`config.mk`:
```
export PLATFORM = sky130hd
export DESIGN_NAME = m_lod32_pipe
export DESIGN_NICKNAME = d
export VERILOG_FILES = /design/src/rtl/m_lod32_pipe.sv
export SDC_FILE = /design/constraint.sdc
export NUM_CORES = 1
export LEC_CHECK = 0
export CAP_MARGIN = 10
export CORE_MARGIN = 1.5
export CORE_UTILIZATION = 45
export CTS_CLUSTER_DIAMETER = 50
export DETAILED_ROUTE_END_ITERATION = 16
export PLACE_DENSITY = 0.76
export SYNTH_ARGS = -nofsm -noshare
export SYNTH_HDL_FRONTEND = slang
export SYNTH_SLANG_ARGS = --single-unit
```
`constraint.sdc`:
```
create_clock -name clk -period 2 [get_ports clk]
set_input_delay 0.3 -clock clk [delete_from_list [all_inputs] [get_ports clk]]
set_output_delay 0.3 -clock clk [all_outputs]
set_load 0.05 [all_outputs]
```
`src/rtl/m_lod32_pipe.sv`:
```
// Two-stage pipelined leading-one detector for the Mitchell log front end.
// S1 registers per-byte nonzero flags and local indices. S2 picks the top nonzero byte and forms K.
module m_lod32_pipe #(
    parameter int wl_N = 32,
    parameter int wl_k = 5
) (
    input  logic            clk,
    input  logic            rst_n,
    input  logic [wl_N-1:0] N,
    input  logic            N_VALID,
    output logic            N_READY,
    output logic [wl_N-1:0] N_OUT,
    output logic [wl_k-1:0] K,
    output logic            ZERO,
    output logic            OUT_VALID,
    input  logic            OUT_READY
);

    localparam int NB = wl_N / 8;

    logic [wl_N-1:0]     s1_n;
    logic [NB-1:0]       s1_nz;
    logic [NB-1:0][2:0]  s1_pos;
    logic                s1_valid;
    logic                s2_valid;

    logic [NB-1:0]       byte_nz;
    logic [NB-1:0][2:0]  byte_pos;
    logic [wl_k-1:0]     sel_k;
    logic                sel_zero;

    logic s2_free;
    logic s1_adv;
    logic in_xfer;
    logic out_xfer;

    // Highest set bit wins because later iterations overwrite earlier ones.
    function automatic logic [2:0] byte_lod(input logic [7:0] b);
        logic [2:0] r;
        r = 3'd0;
        for (int i = 0; i < 8; i++) begin
            if (b[i]) r = 3'(i);
        end
        return r;
    endfunction

    assign s2_free   = !s2_valid || OUT_READY;
    assign s1_adv    = s1_valid && s2_free;
    assign N_READY   = !s1_valid || s2_free;
    assign in_xfer   = N_VALID && N_READY;
    assign out_xfer  = s2_valid && OUT_READY;
    assign OUT_VALID = s2_valid;

    always_comb begin
        byte_nz  = '0;
        byte_pos = '0;
        for (int b = 0; b < NB; b++) begin
            byte_nz[b]  = |N[8*b +: 8];
            byte_pos[b] = byte_lod(N[8*b +: 8]);
        end
    end

    always_comb begin
        sel_k = '0;
        for (int b = 0; b < NB; b++) begin
            if (s1_nz[b]) sel_k = {2'(b), s1_pos[b]};
        end
        sel_zero = ~|s1_nz;
    end

    always_ff @(posedge clk or negedge rst_n) begin
        if (!rst_n) begin
            s1_n     <= '0;
            s1_nz    <= '0;
            s1_pos   <= '0;
            s1_valid <= 1'b0;
        end else begin
            if (in_xfer) begin
                s1_n     <= N;
                s1_nz    <= byte_nz;
                s1_pos   <= byte_pos;
                s1_valid <= 1'b1;
            end else if (s1_adv) begin
                s1_valid <= 1'b0;
            end
        end
    end

    // Output registers only change when S1 hands over, so they hold while stalled.
    always_ff @(posedge clk or negedge rst_n) begin
        if (!rst_n) begin
            N_OUT    <= '0;
            K        <= '0;
            ZERO     <= 1'b0;
            s2_valid <= 1'b0;
        end else begin
            if (s1_adv) begin
                N_OUT    <= s1_n;
                K        <= sel_k;
                ZERO     <= sel_zero;
                s2_valid <= 1'b1;
            end else if (out_xfer) begin
                s2_valid <= 1'b0;
            end
        end
    end

endmodule

```
---- After elaboration in Yosys (flattened, before gate mapping) ----
Cells that the tools add are included.
operators by class
  multiplexer cells ....................... 36
  reduce and logical (&&, ||, !) cells .... 15
operator list
  cell                count
  3-bit two-way mux   23
  8-bit OR reduction  4
  5-bit two-way mux   3
  1-bit two-way mux   8
  2-bit two-way mux   2
  2-bit nonzero test  2
  4-bit OR reduction  1
  1-bit logical AND   3
  1-bit logical NOT   3
  1-bit logical OR    2
word-level totals
  flip-flop bits (word level) ............. 88
  input bits .............................. 36
  output and inout bits ................... 40
  logic and storage cells ................. 62

---- Depth between registers and ports, before layout ----
  depth in word-level cells ............... 7
  depth in mapped cells ................... 6
  gate-level depth less buffers ........... 3

---- Worst setup path after synthesis ----
OpenSTA, ideal clock, no wires.
  path type ............................... reg-to-reg
  start point ............................. register s2_valid, in the netlist OUT_VALID
  end point ............................... register N_OUT[10]
  setup time .............................. 125 ps
  data arrival time ....................... 1573 ps
  data required time ...................... 1875 ps
  setup slack ............................. 302 ps
  stages on the path, launching flop included .. 7
  buffers on the path ..................... 3
  period minus slack after synthesis ...... 1698 ps
  path through ............................ dfrtp_1 nand2b_4 buf_6 and2_4 buf_6 buf_12 mux2_4
between the ends
  word-level cells in the longest chain between the ends .. 3
ends and longest elaborated chain
  what                    RTL line  RTL
  start, declared         25        logic s2_valid;
  start signal, assigned  95        s2_valid <= 1'b0;
  start signal, assigned  101       s2_valid <= 1'b1;
  start signal, assigned  103       s2_valid <= 1'b0;
  1-bit logical NOT       47        assign s2_free = !s2_valid || OUT_READY;
  1-bit logical OR        47
  1-bit logical AND       48        assign s1_adv = s1_valid && s2_free;
  end signal, assigned    98        N_OUT <= s1_n;
  end, declared           12        output logic [wl_N-1:0] N_OUT,
Every way passes these cells.
A chain may end at the register's enable or synchronous reset.

---- Final worst setup path ----
  start point ............................. register s2_valid, in the netlist OUT_VALID
  end point ............................... output port OUT_VALID
RTL lines
  what           RTL line  RTL
  end, declared  15        output logic OUT_VALID,
No word-level cell between the ends.

==> metrics.md <==
| Metric | Value |
|---|---|
| Critical path class | `register to output port` |
| Clock skew | `approximately 0.012 ns` |
| Worst slew pin tran | `0.510 ns` |
| Number of nets in the layout | `approximately 400` |
| Critical Path AT | `1.59 ns` |
| Rel. slew slack | `65.9%` |
| Top cell type's share of synthesized area | `about three fifths` |
| Synth Area in Adders | `0%` |
| Worst path top cell family by delay | `buffers and inverters` |
| Vias in the first global route | `roughly 2500` |
| Via count | `approximately 2500` |
| Avg Vias per Cell | `roughly 5.2` |
| GRT Util Overall | `around 18%` |
| Post-Synth XOR/XNOR Area | `0%` |
| DRT Wirelength | `around 7300 um` |
| Hold Crit Class | `input pin to async pin` |
| Post-synthesis net count | `between 300 and 400` |
| Most frequent cells in the layout | `88 x dfrtp_1, 73 x clkdlybuf4s50_1, 36 x mux2_2` |
| Buf/Inv on CP | `1` |
| Pre-CTS setup slack | `between 0.2 and 0.25 ns` |
| Grt ovf | `0` |
| Largest family of logic cells by synthesized area | `multiplexers` |
| Period utilisation layout | `94.5%` |
| PD cells | `around 1100 nW/um^2` |
| RR Endpoint | `s1_n[18]` |
| Synth area leaders | `dfrtp_1 58%, mux2_2 11%, mux2_4 9.9%, a21oi_1 4.6%, a31oi_1 2.5%` |
| Final worst slack | `between 0.1 and 0.15 ns` |
| CTS Root Cell | `clkbuf_8` |
| Io pins | `76` |
| GP Congestion | `around 0.78` |
| Worst Setup End Kind | `output port` |
| HPWL after DPL | `5220 um` |
| Total die area | `approximately 9000 um^2` |
| Critical Path Start | `OUT_VALID` |
| Area Growth Syn to Fin | `27.9%` |
| Starting Density | `about 46%` |
| Worst-skew pair later-pin latency | `roughly 0.36 ns` |
| Worst IR Drop VDD | `between 0.0008 and 0.0009 V` |
| Min Tclk post-route | `roughly 1.9 ns` |
| DRT iter0 DRCs | `approximately 130` |
| Synth Area in Simple Gates | `roughly 6.3%` |
| Post-CTS Setup Bufs | `0` |
| Leak Pwr | `approximately 2 nW` |
| Crit path cell chain | `clkdlybuf4s50_1` |
| Post-synthesis instance area | `between 3000 and 4000 um^2` |
| Fillers | `~680` |
| Largest net degree at the start of global routing | `34` |
| Max cap viols | `0` |
| Status | `finished clean` |
| Worst r2r src | `s1_valid` |
| Final Hold Viols | `0` |
| CP Launch Type | `register` |
| Clock buffers created by TritonCTS | `9` |
| Die extent in x | `approximately 95 um` |
| Total design power | `0.00510 W` |
| Final core utilization | `about three fifths` |
| Layout cells sized above 1 | `approximately a quarter` |
| Commonest non-fill, non-tap cell in the layout | `dfrtp_1` |
| # rows | `33` |
| Seq cells post-synth | `88` |
| Multi-input gate area | `around 1400 um^2` |
| Worst-path clk slew | `0.09 ns` |
| Sequential share of the synthesized area | `between 50% and 60%` |
| Largest area contributor in the netlist | `dfrtp_1` |
| Initial antenna violation count | `0` |
| Pre-antenna DRT Iters | `4` |
| Slowest cell on crit path | `clkdlybuf4s50_1` |
| Cells after Synth | `280` |
| CP Capture Point | `OUT_VALID` |
| Core area | `between 8000 and 9000 um^2` |
| Max clock buf depth | `2` |
| Max-slew violations | `0` |
| Setup TNS | `0 ns` |
| Critical path data required time | `1.70 ns` |
| Final setup vio count | `0` |
| Critical-path maximum fanout | `3` |
| Global-route wire length before repair | `around 12000 um` |
| Post-route ant nets | `0` |
| Synth Warn # | `0` |
| DRC Markers | `0` |
| Synth Area in Compound Gates | `8.87%` |
| Die H | `about 95 um` |
| Cell depth of the worst setup path | `1` |
| CTS tree | `done` |
| Post-synthesis mux area share | `a little over a fifth` |
| Largest stage delay, worst path | `between 0.8 and 0.9 ns` |
| RSZ-0062 raised after global routing | `false` |
| N_diodes | `0` |
| Avg WL per Cell | `about 16 um` |
| R2R Setup Slk | `0.51 ns` |
| R2r worst-path depth | `4` |
| Sequential cell area | `roughly 2200 um^2` |
| Unique masters post-synth | `25` |
| Mean post-synth cell area | `between 10 and 15 um^2` |
| Max Freq | `~530 MHz` |
| Port Buffer Count | `75` |
| Clock sink total | `88` |
| CTS H-tree lvls | `3` |
[routing by layer]
metal | global-route usage (%) | part of all wire (%) | up-vias | wire length [um]
li1 | - | - | 1172 | -
met1 | 24.4 | 47 | 1224 | 3410
met2 | 27.4 | 47 | 57 | 3460
met3 | 4.91 | 5.4 | 7 | 396
met4 | 6.34 | 0.76 | 0 | 56
met5 | 0 | 0 | - | 0
[registers in the layout, summed over array words and instances (netlist names)]
| register | flops |
|---|---|
| OUT_VALID | 1 |
| ZERO | 1 |
| s1_valid | 1 |
| N_OUT | 32 |
| s1_pos | 12 |
| s1_nz | 4 |
| K | 5 |
| s1_n | 32 |
[cell usage after synthesis]
library cell and count:
dfrtp_1 88, clkbuf_1 4, mux2_1 4, nor2_1 13, nand2_1 4, nor4b_1 1
mux2_2 36, a31oi_1 15, and2_4 1, buf_12 2, nand2b_4 1, buf_4 1
a21oi_1 35, inv_1 8, nand2b_1 2, a22o_1 3, nand2_4 1, buf_2 4
and2_1 1, nor4_1 9, o21ai_0 8, nor2b_1 4, buf_6 6, mux2_4 25
nand3b_1 4
[logic make-up after synthesis]
group / Yosys count
AOI/OAI and AO/OA: 61
buffers and inverters: 25
DFF: 88
muxes: 65
and+or+nand+nor: 41
[power by group]
part           total [W]  switching [W]  internal [W]
registers        0.00225       0.000174       0.00208
logic            0.00173       0.000987      0.000743
clock network    0.00111       0.000628      0.000487
total            0.00510        0.00179       0.00331
[worst min-delay path by stage]
stage                     cells after the start  start  slack (ns)         to
after floorplan                               0  rst_n       0.004       K[0]
after global placement                        1  rst_n        0.27  N_OUT[21]
after detailed placement                      1  rst_n        0.27  N_OUT[21]
after CTS                                     2  rst_n        0.43  N_OUT[22]
after global routing                          2  rst_n        0.45  N_OUT[22]
final                                         2  rst_n        0.41  N_OUT[22]
[cell type report]
| class | instances | area share [%] |
|---|---|---|
| Sequential cell | 88 | 45.5 |
| Multi-Input combinational cell | 167 | 28.9 |
| Timing Repair Buffer | 86 | 18.5 |
| Clock buffer | 10 | 2.85 |
| Tap cell | 105 | 2.72 |
| Clock inverter | 6 | 0.880 |
| Inverter | 8 | 0.621 |
[through the flow]
step                instance area, um^2  std cells  hold WS (ns)
floorplan                          3780        280       0.00441
global placement                   4640        453         0.272
detailed placement                 4640        453         0.271
CTS                                4830        470         0.429
global route                       4830        470         0.453
finish                             4830        470         0.415
[what timing repair did]
action,4_1_cts,5_1_grt
gates resized for setup,0,0
hold endpoints to repair,30,0
hold buffers,1,0
No activity file was read; power rests on OpenSTA's default activity.
